**src/rtl/serial_subtractor_pkg.sv**
```systemverilog
// Shared constants for the bit-serial arithmetic blocks: FSM state encoding
// and the default operand width reused by the adder/subtractor top-levels.
package serial_subtractor_pkg;

  localparam int DEFAULT_WIDTH = 16;

  typedef enum logic [1:0] {
    IDLE = 2'd0,
    RUN  = 2'd1,
    DONE = 2'd2
  } state_t;

  // Width of a bit counter that can reach width-1 without wrapping.
  function automatic int count_width(input int width);
    return $clog2(width) + 1;
  endfunction

endpackage

```
**src/rtl/serial_subtractor_half_subtractor.sv**
```systemverilog
// Single-bit half subtractor: diff = a - b, borrow set when a < b.
// Two of these plus an OR form one full-subtract bit slice.
module half_subtractor (
  input  logic a,
  input  logic b,
  output logic diff,
  output logic borrow
);

  assign diff   = a ^ b;
  assign borrow = ~a & b;

endmodule

```
**src/rtl/serial_subtractor.sv**
```systemverilog
// Bit-serial a - b, LSB first, one bit per clock, with a start/done handshake.
// Produces the modular difference, the unsigned borrow and signed overflow.
module serial_subtractor
  import serial_subtractor_pkg::*;
#(
  parameter int WIDTH = DEFAULT_WIDTH
) (
  input  logic             clk,
  input  logic             rst_n,
  input  logic             start,
  input  logic [WIDTH-1:0] a,
  input  logic [WIDTH-1:0] b,
  output logic             busy,
  output logic             done,
  output logic [WIDTH-1:0] diff,
  output logic             borrow_out,
  output logic             overflow
);

  localparam int CNT_W = count_width(WIDTH);
  localparam logic [CNT_W-1:0] LAST_BIT = CNT_W'(WIDTH - 1);

  state_t state, next_state;

  logic [WIDTH-1:0] a_sr;
  logic [WIDTH-1:0] b_sr;
  logic [WIDTH-2:0] result_sr;
  logic [CNT_W-1:0] bit_cnt;
  logic             borrow_q;
  logic             a_msb;
  logic             b_msb;

  logic             hs0_diff;
  logic             hs0_borrow;
  logic             bit_diff;
  logic             hs1_borrow;
  logic             bit_borrow;
  logic             last_bit;
  logic [WIDTH-1:0] result_next;

  // First cell subtracts the operand bits, second subtracts the incoming borrow.
  half_subtractor u_hs0 (
    .a      (a_sr[0]),
    .b      (b_sr[0]),
    .diff   (hs0_diff),
    .borrow (hs0_borrow)
  );

  half_subtractor u_hs1 (
    .a      (hs0_diff),
    .b      (borrow_q),
    .diff   (bit_diff),
    .borrow (hs1_borrow)
  );

  assign bit_borrow  = hs0_borrow | hs1_borrow;
  assign last_bit    = (bit_cnt == LAST_BIT);
  assign result_next = {bit_diff, result_sr};

  always_ff @(posedge clk) begin
    if (!rst_n) begin
      state <= IDLE;
    end else begin
      state <= next_state;
    end
  end

  always_comb begin
    next_state = state;
    busy       = 1'b0;
    done       = 1'b0;
    case (state)
      IDLE: begin
        if (start) begin
          next_state = RUN;
        end
      end
      RUN: begin
        busy = 1'b1;
        if (last_bit) begin
          next_state = DONE;
        end
      end
      DONE: begin
        done       = 1'b1;
        next_state = IDLE;
      end
      default: begin
        next_state = IDLE;
      end
    endcase
  end

  // Results only move on the final bit edge, so they persist across later starts.
  always_ff @(posedge clk) begin
    if (!rst_n) begin
      a_sr       <= '0;
      b_sr       <= '0;
      result_sr  <= '0;
      bit_cnt    <= '0;
      borrow_q   <= 1'b0;
      a_msb      <= 1'b0;
      b_msb      <= 1'b0;
      diff       <= '0;
      borrow_out <= 1'b0;
      overflow   <= 1'b0;
    end else begin
      case (state)
        IDLE: begin
          if (start) begin
            a_sr     <= a;
            b_sr     <= b;
            a_msb    <= a[WIDTH-1];
            b_msb    <= b[WIDTH-1];
            borrow_q <= 1'b0;
            bit_cnt  <= '0;
          end
        end
        RUN: begin
          a_sr      <= a_sr >> 1;
          b_sr      <= b_sr >> 1;
          result_sr <= result_next[WIDTH-1:1];
          borrow_q  <= bit_borrow;
          bit_cnt   <= bit_cnt + CNT_W'(1);
          if (last_bit) begin
            diff       <= result_next;
            borrow_out <= bit_borrow;
            overflow   <= (a_msb != b_msb) && (result_next[WIDTH-1] != a_msb);
          end
        end
        default: begin
        end
      endcase
    end
  end

endmodule

```
**config.mk**
```make
export PLATFORM = sky130hd
export DESIGN_NAME = serial_subtractor
export DESIGN_NICKNAME = d
export VERILOG_FILES = /design/src/rtl/serial_subtractor_pkg.sv /design/src/rtl/serial_subtractor_half_subtractor.sv /design/src/rtl/serial_subtractor.sv
export SDC_FILE = /design/constraint.sdc
export NUM_CORES = 1
export LEC_CHECK = 0
export BUFFER_PORTS_ARGS = -buffer_cell sky130_fd_sc_hd__buf_2
export CAP_MARGIN = 20
export CORE_MARGIN = 3
export CORE_UTILIZATION = 59
export CTS_BUF_LIST = sky130_fd_sc_hd__clkbuf_8 sky130_fd_sc_hd__clkbuf_16
export CTS_CLUSTER_DIAMETER = 30
export DETAILED_ROUTE_END_ITERATION = 10
export GPL_TIMING_DRIVEN = 0
export PLACE_DENSITY_LB_ADDON = 0.2
export SETUP_SLACK_MARGIN = 0.5
export SLEW_MARGIN = 20
export SYNTH_ARGS = -nofsm -noshare
export SYNTH_HDL_FRONTEND = slang
export SYNTH_SLANG_ARGS = --single-unit
```
**constraint.sdc**
```tcl
create_clock -name clk -period 2.6 [get_ports clk]
set_clock_uncertainty 0.2 [all_clocks]
set_input_delay 0.39 -clock clk [delete_from_list [all_inputs] [get_ports clk]]
set_output_delay 0.39 -clock clk [all_outputs]
set_load 0.05 [all_outputs]
```
==> results of run 1 <==
-- worst max path at each step --
stage | slack [ns] | to | cells past startpoint
3_5_place_dp | 0.68 | diff[7]$_SDFFE_PN0P_ | 7
3_3_place_gp | 0.73 | diff[12]$_SDFFE_PN0P_ | 7
4_1_cts | 0.55 | borrow_out$_SDFFE_PN0P_ | 7
5_1_grt | 0.49 | borrow_out$_SDFFE_PN0P_ | 7
2_1_floorplan | 0.86 | overflow$_SDFFE_PN0P_ | 7
6_report | 0.55 | borrow_out$_SDFFE_PN0P_ | 7
-- metal layers --
layer	up-vias	GRT usage, %
met3	12	4.343
met1	1271	31.71
met4	0	13.04
met2	99	37.20
met5	-	0
li1	1357	-
-- final cells by class --
cell class / count / area (µm²) / area share (%)
plain buffers: 27 / 155.1 / 4.339
flip-flops and latches: 75 / 1503 / 42.02
repair buffers: 54 / 272.8 / 7.628
clock buffers: 12 / 165.2 / 4.619
inverters: 5 / 18.77 / 0.5248
multi-input cells: 256 / 1282 / 35.86
clock inverters: 4 / 95.09 / 2.659
well taps: 67 / 83.83 / 2.344
-- where the power goes --
part / leakage (nW) / total, mW / internal [mW] / switching, mW
sequential: 0.613 / 1.22 / 1.20 / 0.0266
clock: 0.133 / 1.14 / 0.715 / 0.425
combinational: 0.745 / 0.243 / 0.0953 / 0.148
total: 1.49 / 2.61 / 2.01 / 0.599
-- what timing repair did --
action                     4_1_cts  5_1_grt
setup endpoints to repair        1        4
gates resized for setup          1        2
hold endpoints to repair         0        0
gates cloned                     0        0
hold buffers                     0        0
-- kinds of logic (layout without fill, tap and decap cells) --
group                      Yosys count  count (layout)  synth area share, %
AOI/OAI and AO/OA                  135             135                24.85
and+or+nand+nor                    116             116                16.34
DFF                                 75              75                50.80
buffers and inverters               32             102                5.800
adders and majority gates            3               3                1.524
muxes                                2               2               0.6774
-- flip-flops by register name (all words and copies together) (netlist names), 2 cells and up --
name       count
diff          16
result_sr     15
a_sr          16
b_sr          16
bit_cnt        5
state          2
-- cell usage in the layout (no fill, tap or decap), types with 2 or more instances in the layout --
cell type / count
clkbuf_1: 7
inv_2: 2
bufinv_16: 3
a2bb2oi_1: 2
a211oi_1: 3
clkbuf_8: 12
nand3_1: 2
a21oi_1: 91
mux2i_1: 2
o21ai_0: 29
nand2_1: 94
nor2_1: 11
a31oi_1: 2
a22oi_1: 3
dfxtp_1: 74
buf_2: 63
ha_1: 2
and3b_1: 2
inv_1: 3
buf_4: 9
-- through the flow --
step                      total power [mW]  hold WS (ns)  utilization, %  instances  instance area (µm²)
after floorplan                      1.408        0.2322               -        363                 2955
after global placement               1.477        0.2403           69.15        484                 3309
after detailed placement             1.483        0.2441           69.15        484                 3309
after CTS                            2.609       0.06837           74.64        500                 3572
after global routing                 2.694       0.07313           74.72        500                 3576
final                                2.607       0.07188           74.72        500                 3576
-- critical path: cells and delay by family (launching register included) --
kind	cells	cell delay, ns
flops	1	0.38
compound gates	1	0.25
buf+inv	1	0.19
fa+ha+maj	2	0.43
simple gates	3	0.50
==> results.sh, run 1 <==
export IMPL_status="finished clean"
export IMPL_worst_path_max_delay_cell="dfxtp_1"
export IMPL_dr_total_vias=2739
export IMPL_cp_slowest_stage_delay_ns=0.38
export IMPL_max_vdd_ir_drop_v=0.0004587
export IMPL_maxSlewViolCount=0
export IMPL_grt_usage_pct=24.00
export IMPL_rsz0062_at_grt="yes"
export IMPL_drcViolationCount=0
export IMPL_r2r_end="borrow_out$_SDFFE_PN0P_"
export IMPL_post_route_period_util_pct=78.82
export IMPL_yosysWarnings=0
export IMPL_min_path_type="in -> reg"
export IMPL_setup_viol=0
export IMPL_async_reset_ff_share_pct=0
export IMPL_drt_first_pass_iters=5
export IMPL_r2r_start="bit_cnt[1]$_SDFFE_PN0P_"
export IMPL_worstSetupStartpointType="register"
export IMPL_synth_edf_count=0
export IMPL_setup_worst_path_end_class="register"
export IMPL_slew_headroom_pct=67.06
export IMPL_setup_ws_ns=0.5507
export IMPL_grt_pass1_vias=2459
export IMPL_synth_largest_area_cell="dfxtp_1"
export IMPL_worstMarginPinSlew_ns=0.4941
export IMPL_wl_met1_mm=3.053
export IMPL_fmax_mhz=488.0
export IMPL_port_buffers=54
export IMPL_holdPathStages=3
export IMPL_avgRoutedWirePerCell_um=13.61
export IMPL_min_from="a[5]"
export IMPL_arrival_ns=2.10
export IMPL_die_area_um2=5894
export IMPL_antennaDiodeCount=0
export IMPL_synth_flop_cell="dfxtp_1"
export IMPL_h_tree_depth=3
export IMPL_area_growth_synth_to_final_pct=21.00
export IMPL_grt_overflow=0
export IMPL_vias_per_cell=5.478
export IMPL_postRouteAntennaNets=0
export IMPL_critPathRequiredTime_ns=2.65
export IMPL_rows=25
export IMPL_r2r_setup_slack_ns=0.55
export IMPL_ios=55
export IMPL_hold_path_end="a_sr[5]$_SDFFE_PN0P_"
export IMPL_die_w_um=76.78
export IMPL_worstPathMaxFanout=10
export IMPL_drive_gt1_share_pct=22.86
export IMPL_nNetsFinal=466
export IMPL_post_cts_buffers=0
export IMPL_grt_pass1_wl_mm=11.45
export IMPL_leakage_nw=1.491
export IMPL_crit_top_cell="ha_1"
export IMPL_synth_nets=401
export IMPL_yosysTopAreaCellShare_pct=50.80
export IMPL_fillerInstances=387
export IMPL_cts_reportedPaths_clkPinSlew_ns=0.08
export IMPL_drt_iter0_markers=207
export IMPL_clkLatencyLatePin_ns=0.35
export IMPL_tritoncts="built"
export IMPL_p_per_area_nw_per_um2=729.2
export IMPL_critPathLaunch="bit_cnt[1]$_SDFFE_PN0P_"
export IMPL_critPathKind="reg -> reg"
export IMPL_dp_hpwl_mm=4.457
export IMPL_path_cells="ha_1 -> and3_1 -> ha_1 -> and3b_1 -> buf_4 -> nor2_1 -> a211oi_1"
export IMPL_yosys_top_cells_area="dfxtp_1, a21oi_1, nand2_1"
export IMPL_cts_made_buffers=9
export IMPL_syn_cell_area_um2=2955
export IMPL_wl_met3_um=427
export IMPL_cts_root_buf="clkbuf_8"
export IMPL_globalplace_congestion=0.7913
export IMPL_ys_seq_area_share_pct=50.80
export IMPL_synth_common_cells="nand2_1, a21oi_1, dfxtp_1"
export IMPL_yosysMostFrequentCell="nand2_1"
export IMPL_grt_max_degree=13
export IMPL_avgSynthCellArea_um2=8.141
export IMPL_r2r_cells=7
export IMPL_wl_met2_mm=3.176
export IMPL_pre_cts_slack_ns=0.6771
export IMPL_die_y_um=76.78
export IMPL_synth_seq_cells=75
export IMPL_clock_sinks=75
export IMPL_clock_path_buffers=2
export IMPL_wl_mm=6.807
export IMPL_min_period_ns=2.049
export IMPL_final_hold_violation_count=0
export IMPL_synth_cell_types=32
export IMPL_top_layer="met4"
export IMPL_start_util_pct=61.75
export IMPL_syn_instance_count=363
export IMPL_core_region_area_um2=4786
export IMPL_cap_violations=0
export IMPL_antenna_found_initial=0
export IMPL_finalSetupTns_ns=0
No activity file was read; power rests on OpenSTA's default activity.
==> run 2: changes to the inputs <==
Settings changed: CORE_UTILIZATION 59 to 54.
Clock period 2.6 ns to 2.1 ns, I/O delays scaled along.
==> results.sh, run 2 (synthesis gave the netlist of run 1 again) <==
export IMPL_worst_path_max_delay_cell="dfxtp_4"
export IMPL_cap_violations=0
export IMPL_worstSetupStartpointType="register"
export IMPL_rows=26
export IMPL_maxSlewViolCount=0
export IMPL_nNetsFinal=496
export IMPL_min_period_ns=1.771
export IMPL_final_hold_violation_count=0
export IMPL_status="finished clean"
export IMPL_grt_overflow=0
export IMPL_p_sw_mw=0.7812
export IMPL_cts_root_buf="clkbuf_8"
export IMPL_cts_made_buffers=9
export IMPL_drive_gt1_share_pct=33.91
export IMPL_start_util_pct=56.78
export IMPL_die_area_um2=6397
export IMPL_crit_top_cell="ha_4"
export IMPL_antenna_found_initial=0
export IMPL_top_regs="a_sr (16), b_sr (16), diff (16)"
export IMPL_drt_iter0_markers=187
export IMPL_drt_first_pass_iters=6
export IMPL_critPathRequiredTime_ns=2.15
export IMPL_power_frac_comb_pct=12.0
export IMPL_ios=55
export IMPL_setup_ws_ns=0.3286
export IMPL_leakage_nw=1.729
export IMPL_dp_hpwl_mm=4.632
export IMPL_h_tree_depth=3
export IMPL_max_vdd_ir_drop_v=0.0006003
export IMPL_grt_max_degree=14
export IMPL_finalSetupTns_ns=0
export IMPL_p_sw_share_pct=25.25
export IMPL_die_w_um=79.98
export IMPL_antennaDiodeCount=0
export IMPL_clock_sinks=75
export IMPL_layout_commonest_cell="nand2_1"
export IMPL_dr_total_vias=2969
export IMPL_setup_worst_path_end_class="register"
export IMPL_vias_per_cell=5.570
export IMPL_path_cells="ha_4 -> and3_4 -> ha_4 -> and3b_2 -> buf_6 -> o21ai_2 -> a21oi_1"
export IMPL_worstPathMaxFanout=5
export IMPL_crit_buf_inv=1
export IMPL_seq_area_um2=1514
export IMPL_internal_power_mw=2.313
export IMPL_clock_path_buffers=2
export IMPL_setup_viol=0
export IMPL_critPathKind="reg -> reg"
export IMPL_cts_reportedPaths_clkPinSlew_ns=0.08
export IMPL_min_path_type="in -> reg"
export IMPL_arrival_ns=1.82
export IMPL_final_cell_mix="nand2_1, a21oi_1, dfxtp_1"
export IMPL_core_region_area_um2=5205
export IMPL_port_buffers=54
export IMPL_rsz0062_at_grt="yes"
export IMPL_wl_mm=7.797
export IMPL_fillerInstances=371
export IMPL_p_seq_share_pct=49.0
export IMPL_slew_headroom_pct=54.43
export IMPL_pre_cts_slack_ns=0.3195
export IMPL_die_y_um=79.98
export IMPL_avgRoutedWirePerCell_um=14.63
export IMPL_grt_pass1_wl_mm=12.03
export IMPL_pwr_share_clk_pct=39.0
export IMPL_tritoncts="built"
export IMPL_grt_usage_pct=24.37
export IMPL_post_route_period_util_pct=84.35
export IMPL_p_per_area_nw_per_um2=761.8
export IMPL_drcViolationCount=0
export IMPL_clkLatencyLatePin_ns=0.35
export IMPL_fmax_mhz=564.5
export IMPL_grt_pass1_vias=2601
export IMPL_multi_input_area_um2=1485
export IMPL_cp_slowest_stage_delay_ns=0.36
export IMPL_crit_family="simple AND/OR/NAND/NOR gates"
export IMPL_area_growth_synth_to_final_pct=37.43
export IMPL_globalplace_congestion=0.8226
export IMPL_postRouteAntennaNets=0
export IMPL_worstMarginPinSlew_ns=0.6836
==> run 2: changes by cell type in the layout (fill, tap and decap cells not counted), moves of 3 or more <==
cell           before  now
o21ai_1             1   17
dfxtp_4             0    3
nand2_1            94   79
clkbuf_8           12    9
nand2_2             0   11
nand2_4             0    4
buf_6               1   10
o21ai_0            29   11
a21oi_2             0   15
buf_4               9   21
a21oi_1            91   76
buf_2              63   57
dfxtp_1            74   71
dlygate4sd3_1       0   14
==> run 2: cell type report <==
cell class                 count  area share, %
sequential                    75          37.28
clock buffer                   9          3.050
buffer                        27          4.590
multi-input combinational    257          36.57
tap                           70          2.156
inverter                       5         0.5237
timing repair buffer          83          13.56
clock inverter                 7          2.280
==> run 2: path summary, 6_finish.rpt <==
check | start | end | slack, ns | cells after the start
min | b[1] | b_sr[1]$_SDFFE_PN0P_ | 0.004 | 3
max reg2reg | bit_cnt[0]$_SDFFE_PN0P_ | overflow$_SDFFE_PN0P_ | 0.33 | 7
max | bit_cnt[0]$_SDFFE_PN0P_ | overflow$_SDFFE_PN0P_ | 0.33 | 7
min reg2reg | diff[0]$_SDFFE_PN0P_ | diff[0]$_SDFFE_PN0P_ | 0.26 | 2
==> run 2: worst register-to-register path, cell delays in order (launching register included) <==
cell	delay [ns]
dfxtp_4	0.36
ha_4	0.15
and3_4	0.18
ha_4	0.17
and3b_2	0.28
buf_6	0.17
o21ai_2	0.11
a21oi_1	0.04
==> run 2: repair_timing <==
action	4_1_cts	5_1_grt
pin swaps	5	6
hold buffers	12	2
resized for setup	28	59
endpoints found under the setup margin	21	56
buffers inserted	7	6
cloned	1	2
hold endpoints to repair	12	2
==> run 2: through the flow <==
step	area (µm²)	std cells	power [mW]	util [%]	hold slack, ns
after floorplan	2997	363	1.747	-	0.2322
after global placement	3354	487	1.834	64.45	0.2387
after detailed placement	3354	487	1.843	64.45	0.2439
after CTS	3849	523	3.064	73.94	0.001353
after global routing	4061	533	3.207	78.03	0.004903
final	4061	533	3.094	78.03	0.003884
==> run 2: metal layers <==
metal | global-route usage (%) | vias to the layer above | share of wire [%]
li1 | - | 1425 | -
met1 | 30.84 | 1429 | 43
met2 | 39.82 | 99 | 50
met3 | 5.643 | 16 | 5.2
met4 | 10.14 | 0 | 2.0
met5 | 0 | - | 0
==> run 2: power by group through the flow <==
stage               clock (mW)  combinational, mW  sequential [mW]
detailed placement           0              0.295             1.55
finish                    1.21              0.372             1.52
global placement             0              0.288             1.55
CTS                       1.21              0.337             1.51
global route              1.27              0.408             1.52
floorplan                    0              0.207             1.54
